==> config.mk <==
export PLATFORM = sky130hd
export DESIGN_NAME = dino_game_sequencer
export DESIGN_NICKNAME = d
export VERILOG_FILES = /design/src/rtl/dino_game_sequencer.sv
export SDC_FILE = /design/constraint.sdc
export NUM_CORES = 1
export LEC_CHECK = 0
export CAP_MARGIN = 20
export CELL_PAD_IN_SITES_DETAIL_PLACEMENT = 1
export CELL_PAD_IN_SITES_GLOBAL_PLACEMENT = 2
export CORE_MARGIN = 4
export CORE_UTILIZATION = 35
export DETAILED_ROUTE_END_ITERATION = 8
export PLACE_DENSITY_LB_ADDON = 0.1
export SLEW_MARGIN = 20
export SYNTH_ARGS = -nofsm -noshare
export SYNTH_HDL_FRONTEND = slang
export SYNTH_SLANG_ARGS = --single-unit
==> constraint.sdc <==
create_clock -name clk -period 2.8 [get_ports clk]
set_clock_uncertainty 0.1 [all_clocks]
set_input_delay 0.28 -clock clk [delete_from_list [all_inputs] [get_ports clk]]
set_output_delay 0.28 -clock clk [all_outputs]
set_load 0.01 [all_outputs]
==> src/rtl/dino_game_sequencer.sv <==
// Game-flow controller for the dino runner: IDLE/RUN/OVER sequencing, 5-digit BCD
// score and high score, obstacle scroll velocity and the scene-clear pulse.
module dino_game_sequencer #(
  parameter int SCORE_DIV  = 4,
  parameter int SPEED_STEP = 100,
  parameter int MAX_VEL    = 8,
  parameter int GO_HOLD    = 60
) (
  input  logic        clk,
  input  logic        reset,
  input  logic        frame_end,
  input  logic        start_btn,
  input  logic        collision,
  output logic [1:0]  state,
  output logic        game_on,
  output logic        game_over,
  output logic [19:0] score_bcd,
  output logic [19:0] high_bcd,
  output logic [3:0]  velocity,
  output logic        score_tick,
  output logic        clear_scene
);

  localparam int DIV_W  = (SCORE_DIV > 1) ? $clog2(SCORE_DIV) : 1;
  localparam int STEP_W = (SPEED_STEP > 1) ? $clog2(SPEED_STEP) : 1;
  localparam int HOLD_W = $clog2(GO_HOLD + 1);

  localparam logic [DIV_W-1:0]  DIV_LAST  = DIV_W'(SCORE_DIV - 1);
  localparam logic [STEP_W-1:0] STEP_LAST = STEP_W'(SPEED_STEP - 1);
  localparam logic [HOLD_W-1:0] HOLD_MAX  = HOLD_W'(GO_HOLD);
  localparam logic [3:0]        VEL_MAX   = 4'(MAX_VEL);

  typedef enum logic [1:0] {
    S_IDLE = 2'b00,
    S_RUN  = 2'b01,
    S_OVER = 2'b10
  } state_e;

  // Saturating BCD increment: 99999 stays put, otherwise ripple a decimal carry.
  function automatic logic [19:0] bcd_sat_inc(input logic [19:0] v);
    logic [19:0] r;
    logic        carry;
    r     = v;
    carry = 1'b1;
    if (v != 20'h99999) begin
      for (int i = 0; i < 5; i++) begin
        if (carry) begin
          if (v[4*i +: 4] == 4'd9) begin
            r[4*i +: 4] = 4'd0;
          end else begin
            r[4*i +: 4] = v[4*i +: 4] + 4'd1;
            carry       = 1'b0;
          end
        end
      end
    end
    return r;
  endfunction

  function automatic logic [3:0] vel_sat_inc(input logic [3:0] v);
    return (v < VEL_MAX) ? v + 4'd1 : v;
  endfunction

  state_e              state_q;
  logic                start_q;
  logic [DIV_W-1:0]    div_q;
  logic [STEP_W-1:0]   step_q;
  logic [HOLD_W-1:0]   hold_q;
  logic [19:0]         score_q, high_q;
  logic [3:0]          vel_q;
  logic                tick_q, clear_q, game_on_q, game_over_q;

  logic                start_rise;
  logic [19:0]         score_d;
  logic [3:0]          vel_d;

  assign start_rise = start_btn & ~start_q;
  assign score_d    = bcd_sat_inc(score_q);
  assign vel_d      = vel_sat_inc(vel_q);

  always_ff @(posedge clk or posedge reset) begin
    if (reset) begin
      state_q     <= S_IDLE;
      start_q     <= 1'b1;
      div_q       <= '0;
      step_q      <= '0;
      hold_q      <= '0;
      score_q     <= '0;
      high_q      <= '0;
      vel_q       <= 4'd1;
      tick_q      <= 1'b0;
      clear_q     <= 1'b0;
      game_on_q   <= 1'b0;
      game_over_q <= 1'b0;
    end else begin
      start_q <= start_btn;
      tick_q  <= 1'b0;
      clear_q <= 1'b0;
      case (state_q)
        S_IDLE, S_OVER: begin
          // IDLE starts on any press; OVER only once the hold period is complete.
          if (start_rise && (state_q == S_IDLE || hold_q == HOLD_MAX)) begin
            state_q     <= S_RUN;
            game_on_q   <= 1'b1;
            game_over_q <= 1'b0;
            clear_q     <= 1'b1;
            score_q     <= '0;
            vel_q       <= 4'd1;
            div_q       <= '0;
            step_q      <= '0;
          end else if (state_q == S_OVER && frame_end && hold_q != HOLD_MAX) begin
            hold_q <= hold_q + 1'b1;
          end
        end
        S_RUN: begin
          if (collision) begin
            state_q     <= S_OVER;
            game_on_q   <= 1'b0;
            game_over_q <= 1'b1;
            hold_q      <= '0;
            if (score_q > high_q) high_q <= score_q;
          end else if (frame_end) begin
            if (div_q == DIV_LAST) begin
              div_q   <= '0;
              tick_q  <= 1'b1;
              score_q <= score_d;
              if (step_q == STEP_LAST) begin
                step_q <= '0;
                vel_q  <= vel_d;
              end else begin
                step_q <= step_q + 1'b1;
              end
            end else begin
              div_q <= div_q + 1'b1;
            end
          end
        end
        default: begin
          state_q     <= S_IDLE;
          game_on_q   <= 1'b0;
          game_over_q <= 1'b0;
        end
      endcase
    end
  end

  assign state       = state_q;
  assign game_on     = game_on_q;
  assign game_over   = game_over_q;
  assign score_bcd   = score_q;
  assign high_bcd    = high_q;
  assign velocity    = vel_q;
  assign score_tick  = tick_q;
  assign clear_scene = clear_q;

endmodule

==> out/results.ini, run 1 <==
[outcome]
outcome = finished clean

[synth]
ys.flop_type = dfrtp_1
synthCells = 371
ys_ff_latch = 65
yosysTopAreaCell = dfrtp_1
synth_area_um2 = 3750
synthDistinctLibCells = 50
synth_nets = 411
synth_top_area_share_pct = 42.1
yosysWarnings = 0
syn_avg_cell_area_um2 = 10.1
synthArstFlopShare_pct = 100
synth_edf_count = 0
seq_area_frac_synth_pct = 43.5
synthTopCellsByArea = dfrtp_1 (42%), ha_1 (12%), mux2_4 (6.0%)

[drt]
drc = 0
post_drt_wl_per_cell_um = 16.5
wirelength_mm = 9.73
routed-via-count = 2983
drt-vias-per-instance = 5.06
first_pass_iters = 5
drtIter0Drc = 114
ant_nets = 0

[worst_setup_path]
endpoint_kind = register
startpoint_type = register
arrival_ps = 2730
worstPathMaxFanout = 12
cp.required_ps = 2930
critPathKind = reg -> reg

[die]
core_um2 = 10400
dieArea_um2 = 12400
io_pins = 55
die-height_um = 111
die_w_um = 111
start_util_pct = 36.1
num_rows = 37

[global_route]
grt_pass1_vias = 3189
globalRouteOverflowTotal = 0
grt_antenna_before_repair = 0
grt_pass1_wl_mm = 16.5
gr-usage-all-layers_pct = 16.2
grt_max_degree = 39

[power]
pwr-share-clk_pct = 24.2
pwr-share-comb_pct = 38.4
power_density_nw_per_um2 = 739
max-vdd-ir-drop_v = 0.000257
p_leak_nw = 2.26
sw_frac_of_total_pct = 36.1
seqPwrFrac_pct = 37.4
p_int_mw = 2.27
switching_power_mw = 1.28

[cts]
clockBufferDepth = 2
hold_buffers = 0
cts-root-buf = clkbuf_8
numCtsBuffers = 9
postCtsResizedCells = 0
post_cts_buffers = 0
clk_latency_ps = 340
cts_sinks = 65
clkTransAtPathRegs_ps = 80
htree_levels = 3
cts_tree = done

[final_layout]
final_common_cell = dfrtp_1
layout.cells.non_filler = 589
final_cell_mix = dfrtp_1 (63), clkdlybuf4s50_1 (54), ha_1 (35)
nNetsFinal = 488
diodes = 0
syn_to_final_growth_pct = 28.0
drive_gt1_share_pct = 14.6

[sta]
finalCriticalPeriod_ps = 2610
drv_slew = 0
fmax_mhz = 384
worst_pin_slew_ps = 590
hold_viol = 0
fin_setup_tns_ps = 0
relSlewSlack_pct = 60.6
fin_crit_sh_pct = 93.0
setup_violations = 0
rsz0062_at_grt = no

[placed_design]
numPortBuffers = 54
hpwl_mm = 7.10
place.gp.congestion = 0.736
dp.cells = 573

[hold_path]
hold_class = in -> async

[flow_run]
max_cap_violations = 0

routing by layer:
layer	GRT usage, %	routed length (um)
met1	21.3	4590
met2	27.0	4750
met3	3.91	309
met4	4.22	79
met5	0	0
final cells by class:
type	count	area (um^2)
Timing Repair Buffer	79	741
Sequential cell	65	1630
Inverter	31	116
Multi-Input combinational cell	262	1930
Fill cell	1179	5580
Clock inverter	2	35.0
Tap cell	136	170
Clock buffer	14	173
sequential cells by signal (all words and copies together) (netlist names):
name and flops:
clear_scene 1, div_q 2, game_on 1, high_bcd 20, hold_q 6, score_bcd 20
score_tick 1, start_q 1, state 2, step_q 7, velocity 4
worst max-delay path, cell delays in order (launching register included):
cell and delay, ps:
dfrtp_1 400, inv_1 60, ha_1 330, nand4_2 140, or4_4 570, a21o_1 180
nand3_2 70, o221ai_2 100, buf_4 240, mux2_4 310
cells in the mapped netlist (all sizes together) (2+ instances only):
| library cell | instances |
|---|---|
| a21o | 5 |
| a21oi | 15 |
| a31oi | 3 |
| and3 | 10 |
| buf | 5 |
| clkbuf | 8 |
| dfrtp | 63 |
| dfstp | 2 |
| ha | 35 |
| inv | 31 |
| mux2 | 16 |
| mux2i | 7 |
| nand2 | 32 |
| nand2b | 5 |
| nand3 | 13 |
| nand3b | 5 |
| nand4 | 12 |
| nor2 | 20 |
| nor2b | 4 |
| nor3 | 4 |
| nor3b | 3 |
| nor4 | 2 |
| o211ai | 2 |
| o21a | 3 |
| o21ai | 33 |
| o31ai | 7 |
| o41ai | 4 |
| or3 | 2 |
| or4 | 4 |
| xnor2 | 2 |
| xor2 | 5 |
worst paths after layout:
check | start | endpoint | slack, ps | cells after the start
worst max register to register | high_bcd[15] | high_bcd[19] | 190 | 9
max in group asynchronous | reset | score_bcd[17] | 1940 | 3
worst min-delay path | reset | state[0] | 230 | 3
worst min register to register | step_q[6] | step_q[6] | 400 | 1
worst max-delay path | high_bcd[15] | high_bcd[19] | 190 | 9
min in group clk | start_btn | start_q | 300 | 1
through the flow:
stage	cell area, um^2	utilization (%)	worst slack, ps	hold slack [ps]	power, mW
2_1_floorplan	3750	-	335	184	2.08
4_1_cts	4790	46.2	156	226	3.61
3_5_place_dp	4590	44.2	182	391	2.73
6_report	4790	46.2	195	228	3.55
5_1_grt	4790	46.2	60.5	256	3.83
3_3_place_gp	4590	44.2	207	379	2.69
power by group through the flow:
stage	combinational (mW)	clock [mW]	sequential [mW]
global placement	1.36	0	1.34
global route	1.53	0.939	1.36
CTS	1.39	0.887	1.33
detailed placement	1.39	0	1.34
floorplan	0.688	0	1.39
finish	1.36	0.857	1.33
kinds of logic (layout without fill, tap and decap cells):
kind of cell,count (synthesis),count (layout),share of synthesized area [%]
flops,65,65,43.5
simple gates,118,118,17.0
xor+xnor,7,7,1.64
compound gates,79,79,13.0
buf+inv,44,126,4.98
fa+ha+maj,35,35,11.7
mux,23,23,8.18
(Power assumes the default switching activity.)
==> run 2: changes to the inputs <==
--- a/config.mk
+++ b/config.mk
@@ -8,8 +8,7 @@
 export CAP_MARGIN = 20
 export CELL_PAD_IN_SITES_DETAIL_PLACEMENT = 1
 export CELL_PAD_IN_SITES_GLOBAL_PLACEMENT = 2
-export CORE_MARGIN = 4
-export CORE_UTILIZATION = 35
+export CORE_UTILIZATION = 37
 export DETAILED_ROUTE_END_ITERATION = 8
 export PLACE_DENSITY_LB_ADDON = 0.1
 export SLEW_MARGIN = 20
==> constraint.sdc (replaced) <==
create_clock -name clk -period 3.33 [get_ports clk]
set_clock_uncertainty 0.1 [all_clocks]
set_input_delay 0.333 -clock clk [delete_from_list [all_inputs] [get_ports clk]]
set_output_delay 0.333 -clock clk [all_outputs]
set_load 0.01 [all_outputs]
==> out/results.ini, run 2 (synthesized netlist as in run 1, its figures left out) <==
[die]
start_util_pct = 38.3  ; +2.2 points
dieArea_um2 = 10500  ; -15%
core_um2 = 9770  ; -5.7%
die-height_um = 103  ; -7.9%
die_w_um = 103  ; -7.9%
io_pins = 55  ; unchanged
num_rows = 36  ; -2.7%

[final_layout]
final_cell_mix = dfrtp_1 (63), clkdlybuf4s50_1 (54), ha_1 (35)
syn_to_final_growth_pct = 25.0
fillerInstances = 1122  ; -4.8%
regArea_um2 = 1630  ; unchanged
drive_gt1_share_pct = 12.1  ; -2.5 points
diodes = 0  ; unchanged
final_area_um2 = 4680  ; -2.3%
layout.cells.non_filler = 571  ; -3.1%
multi_input_area_um2 = 1930  ; +0.19%
final_common_cell = dfrtp_1
nNetsFinal = 473  ; -3.1%
fin_util_pct = 47.9  ; +1.7 points

[cts]
htree_levels = 3  ; unchanged
postCtsResizedCells = 0  ; unchanged
post_cts_buffers = 0  ; unchanged
cts-root-buf = clkbuf_8
clk_latency_ps = 340  ; about the same
clockBufferDepth = 2  ; unchanged
numCtsBuffers = 9  ; unchanged
cts_tree = done
cts_sinks = 65  ; unchanged
clkTransAtPathRegs_ps = 70  ; about the same
hold_buffers = 0  ; unchanged

[drt]
post_drt_wl_per_cell_um = 16.3  ; -1.2%
wirelength_mm = 9.32  ; -4.2%
drt-vias-per-instance = 5.16  ; +1.9%
drc = 0  ; unchanged
drtIter0Drc = 43  ; -62%
ant_nets = 0  ; unchanged
first_pass_iters = 4  ; -1
routed-via-count = 2946  ; -1.2%

[placed_design]
place_area_um2 = 4480  ; -2.3%
place.gp.congestion = 0.789  ; +7.3%
hpwl_mm = 6.98  ; -1.7%
numPortBuffers = 54  ; unchanged
dp.cells = 555  ; -3.1%

[global_route]
globalRouteOverflowTotal = 0  ; unchanged
grt_pass1_vias = 3175  ; -0.44%
grt_max_degree = 34  ; -13%
gr-usage-all-layers_pct = 19.8  ; +3.6 points
grt_pass1_wl_mm = 15.8  ; -4.0%
grt_antenna_before_repair = 0  ; unchanged

[worst_setup_path]
crit_chain = ha_1, nand4_2, or4_4, o221ai_2, buf_12, mux2_4
cp.required_ps = 3450  ; +520 ps
arrival_ps = 2970  ; +240 ps
slowest_delay_ps = 570  ; about the same
timing.rr.start = score_bcd[14]
cp-startpoint = score_bcd[14]
critPathKind = reg -> reg
worstPathMaxFanout = 14  ; +2
cp_top_family = simple AND/OR/NAND/NOR gates
crit_buf_inv = 1  ; -1
crit_slowest_cell = or4_4
startpoint_type = register
endpoint_kind = register

[power]
power_density_nw_per_um2 = 624  ; -16%
p_leak_nw = 2.18  ; -3.6%
max-vdd-ir-drop_v = 0.000231  ; -10%

[sta]
worst_pin_slew_ps = 749  ; +159 ps
fin_setup_tns_ps = 0  ; unchanged
setup_violations = 0  ; unchanged
drv_slew = 0  ; unchanged
fmax_mhz = 352  ; -8.4%
rsz0062_at_grt = no
relSlewSlack_pct = 50.0  ; -11 points
fin_crit_sh_pct = 85.4  ; -7.7 points
finalCriticalPeriod_ps = 2840  ; +238 ps
hold_viol = 0  ; unchanged

[outcome]
outcome = finished clean

[flow_run]
max_cap_violations = 0  ; unchanged

[hold_path]
hold_class = in -> async

[run 2: area by class of cell]
class,instances,area share [%]
well taps,133,3.55
flip-flops and latches,65,34.8
repair buffers,64,13.7
inverters,31,2.48
multi-input cells,262,41.3
clock buffers,11,3.02
clock inverters,5,1.18
[run 2: where the power goes]
part | total [mW] | switching (mW) | internal, mW | leakage (nW)
clock | 0.680 | 0.316 | 0.364 | 0.0953
sequential | 1.14 | 0.189 | 0.948 | 0.869
combinational | 1.11 | 0.577 | 0.529 | 1.21
[run 2: worst register-to-register path, cell delays in order, from the launching register on]
cell and delay [ps]:
dfrtp_1 450, ha_1 350, nand4_2 150, or4_4 570
o221ai_2 530, buf_12 250, mux2_4 320
[run 2: stage by stage]
| stage | setup WS (ps) | hold WS [ps] | total power [mW] |
|---|---|---|---|
| final | 487 | 339 | 2.92 |
| after global routing | 382 | 338 | 3.16 |
| after CTS | 425 | 333 | 2.98 |
| after detailed placement | 424 | 392 | 2.28 |
| after global placement | 436 | 374 | 2.25 |
| after floorplan | 865 | 237 | 1.75 |
[run 2: routing by layer]
metal  GRT usage (%)  routed length [um]
met4            5.16                 125
met3            5.08                 291
met1            23.9                4200
met5               0                   0
met2            35.0                4700
[run 2: final timing paths]
| path | end | slack (ps) | cells past startpoint |
|---|---|---|---|
| worst min-delay path | hold_q[3] | 340 | 2 |
| max in group asynchronous | high_bcd[1] | 2150 | 3 |
| worst max-delay path | high_bcd[7] | 490 | 6 |
| min in group clk | start_q | 360 | 1 |
| worst min register to register | step_q[6] | 400 | 1 |
| worst max register to register | high_bcd[7] | 490 | 6 |
==> run 3: changes to the inputs <==
--- a/config.mk
+++ b/config.mk
@@ -10,7 +10,7 @@
 export CELL_PAD_IN_SITES_GLOBAL_PLACEMENT = 2
 export CORE_UTILIZATION = 37
 export DETAILED_ROUTE_END_ITERATION = 8
-export PLACE_DENSITY_LB_ADDON = 0.1
+export PLACE_DENSITY = 0.82
 export SLEW_MARGIN = 20
 export SYNTH_ARGS = -nofsm -noshare
 export SYNTH_HDL_FRONTEND = slang
==> out/results.ini, run 3 (synthesized netlist as in run 1, its figures left out) <==
[power]
total_power_mw = 2.80  ; -4.2%
p_leak_nw = 2.13  ; -2.0%
power_density_nw_per_um2 = 609  ; -2.4%
max-vdd-ir-drop_v = 0.000299  ; +29%

[sta]
fin_setup_tns_ps = 0  ; unchanged
setup_violations = 0  ; unchanged
fin_crit_sh_pct = 84.3  ; -1.0 points
worst_pin_slew_ps = 956  ; +207 ps
drv_slew = 0  ; unchanged
hold_viol = 0  ; unchanged
fin_hold_ws_ps = 386  ; +47.2 ps
fmax_mhz = 356  ; +1.2%
finalCriticalPeriod_ps = 2810  ; -34.5 ps
rsz0062_at_grt = no
relSlewSlack_pct = 35.8  ; -14 points

[placed_design]
numPortBuffers = 54  ; unchanged
hpwl_mm = 6.80  ; -2.5%
place.gp.congestion = 0.739  ; -6.4%
place_area_um2 = 4430  ; -1.2%
dp.cells = 551  ; -0.72%

[global_route]
gr-usage-all-layers_pct = 19.6  ; -0.23 points
grt_pass1_wl_mm = 15.8  ; -0.22%
grt_pass1_vias = 3192  ; +0.54%
grt_max_degree = 66  ; +94%
grt_antenna_before_repair = 0  ; unchanged
globalRouteOverflowTotal = 0  ; unchanged

[final_layout]
drive_gt1_share_pct = 10.9  ; -1.2 points
fillerInstances = 1123  ; +0.089%
final_common_cell = dfrtp_1
final_cell_mix = dfrtp_1 (63), clkdlybuf4s50_1 (54), ha_1 (35)
syn_to_final_growth_pct = 22.7
final_area_um2 = 4600  ; -1.8%
nNetsFinal = 469  ; -0.85%
layout.cells.non_filler = 565  ; -1.1%
diodes = 0  ; unchanged

[cts]
cts_tree = done
clk_latency_ps = 330  ; about the same
numCtsBuffers = 9  ; unchanged
post_cts_buffers = 0  ; unchanged
cts-root-buf = clkbuf_8
htree_levels = 3  ; unchanged
hold_buffers = 0  ; unchanged
clockBufferDepth = 2  ; unchanged
cts_sinks = 65  ; unchanged
postCtsResizedCells = 0  ; unchanged
clkTransAtPathRegs_ps = 70  ; about the same

[worst_setup_path]
endpoint_kind = register
critPathKind = reg -> reg
worstPathMaxFanout = 8  ; -6
arrival_ps = 2920  ; -50 ps
startpoint_type = register
ff2ff_setup_slack_ps = 520  ; +30 ps
cp.required_ps = 3440  ; about the same

[die]
start_util_pct = 38.3  ; unchanged
core_um2 = 9770  ; unchanged
die-height_um = 103  ; unchanged
num_rows = 36  ; unchanged
io_pins = 55  ; unchanged
dieArea_um2 = 10500  ; unchanged
die_w_um = 103  ; unchanged

[outcome]
outcome = finished clean

[drt]
post_drt_wl_per_cell_um = 16.4  ; +0.50%
wirelength_mm = 9.26  ; -0.56%
drtIter0Drc = 66  ; +53%
drt-vias-per-instance = 5.25  ; +1.7%
routed-via-count = 2966  ; +0.68%
ant_nets = 0  ; unchanged
first_pass_iters = 4  ; unchanged
drc = 0  ; unchanged

[flow_run]
max_cap_violations = 0  ; unchanged

[hold_path]
hold_class = in -> reg

==> run 3: layout make-up <==
class                   instances  area (um^2)  share of cell area, %
clock buffers                  11          151                   3.29
clock inverters                 3         17.5                  0.381
inverters                      31          116                   2.53
multi-input cells             262         1930                   42.0
flip-flops and latches         65         1630                   35.4
well taps                     133          166                   3.62
repair buffers                 60          586                   12.7
==> run 3: metrics by stage <==
stage / util (%) / setup WS (ps)
2_1_floorplan: - / 865
6_report: 47.0 / 522
3_5_place_dp: 45.3 / 522
3_3_place_gp: 45.3 / 565
4_1_cts: 47.0 / 506
5_1_grt: 47.0 / 328
==> run 3: layer usage <==
metal	GRT usage, %	wire, um	vias to the layer above
met3	2.98	213	7
met5	0	0	-
li1	-	-	1435
met4	5.60	87	0
met2	34.3	4700	36
met1	25.0	4270	1488
==> run 3: worst max-delay path, cell delays in order, from the launching register on <==
cell,delay (ps)
dfrtp_1,480
ha_1,340
nand4_2,140
or4_4,570
o221ai_2,430
buf_4,310
mux2_4,320
==> run 3: final timing paths <==
| path | start | cells after the start | to |
|---|---|---|---|
| worst max-delay path | score_bcd[12] | 6 | high_bcd[0] |
| worst min-delay path | start_btn | 1 | start_q |
| worst max register to register | score_bcd[12] | 6 | high_bcd[0] |
| worst min register to register | game_on | 1 | game_on |
| max in group asynchronous | reset | 3 | high_bcd[3] |
| min in group asynchronous | reset | 3 | high_bcd[13] |
==> run 3: power by group <==
part / internal (mW) / switching [mW]
registers: 0.945 / 0.225
clock network: 0.300 / 0.299
logic: 0.497 / 0.533
total: 1.74 / 1.06
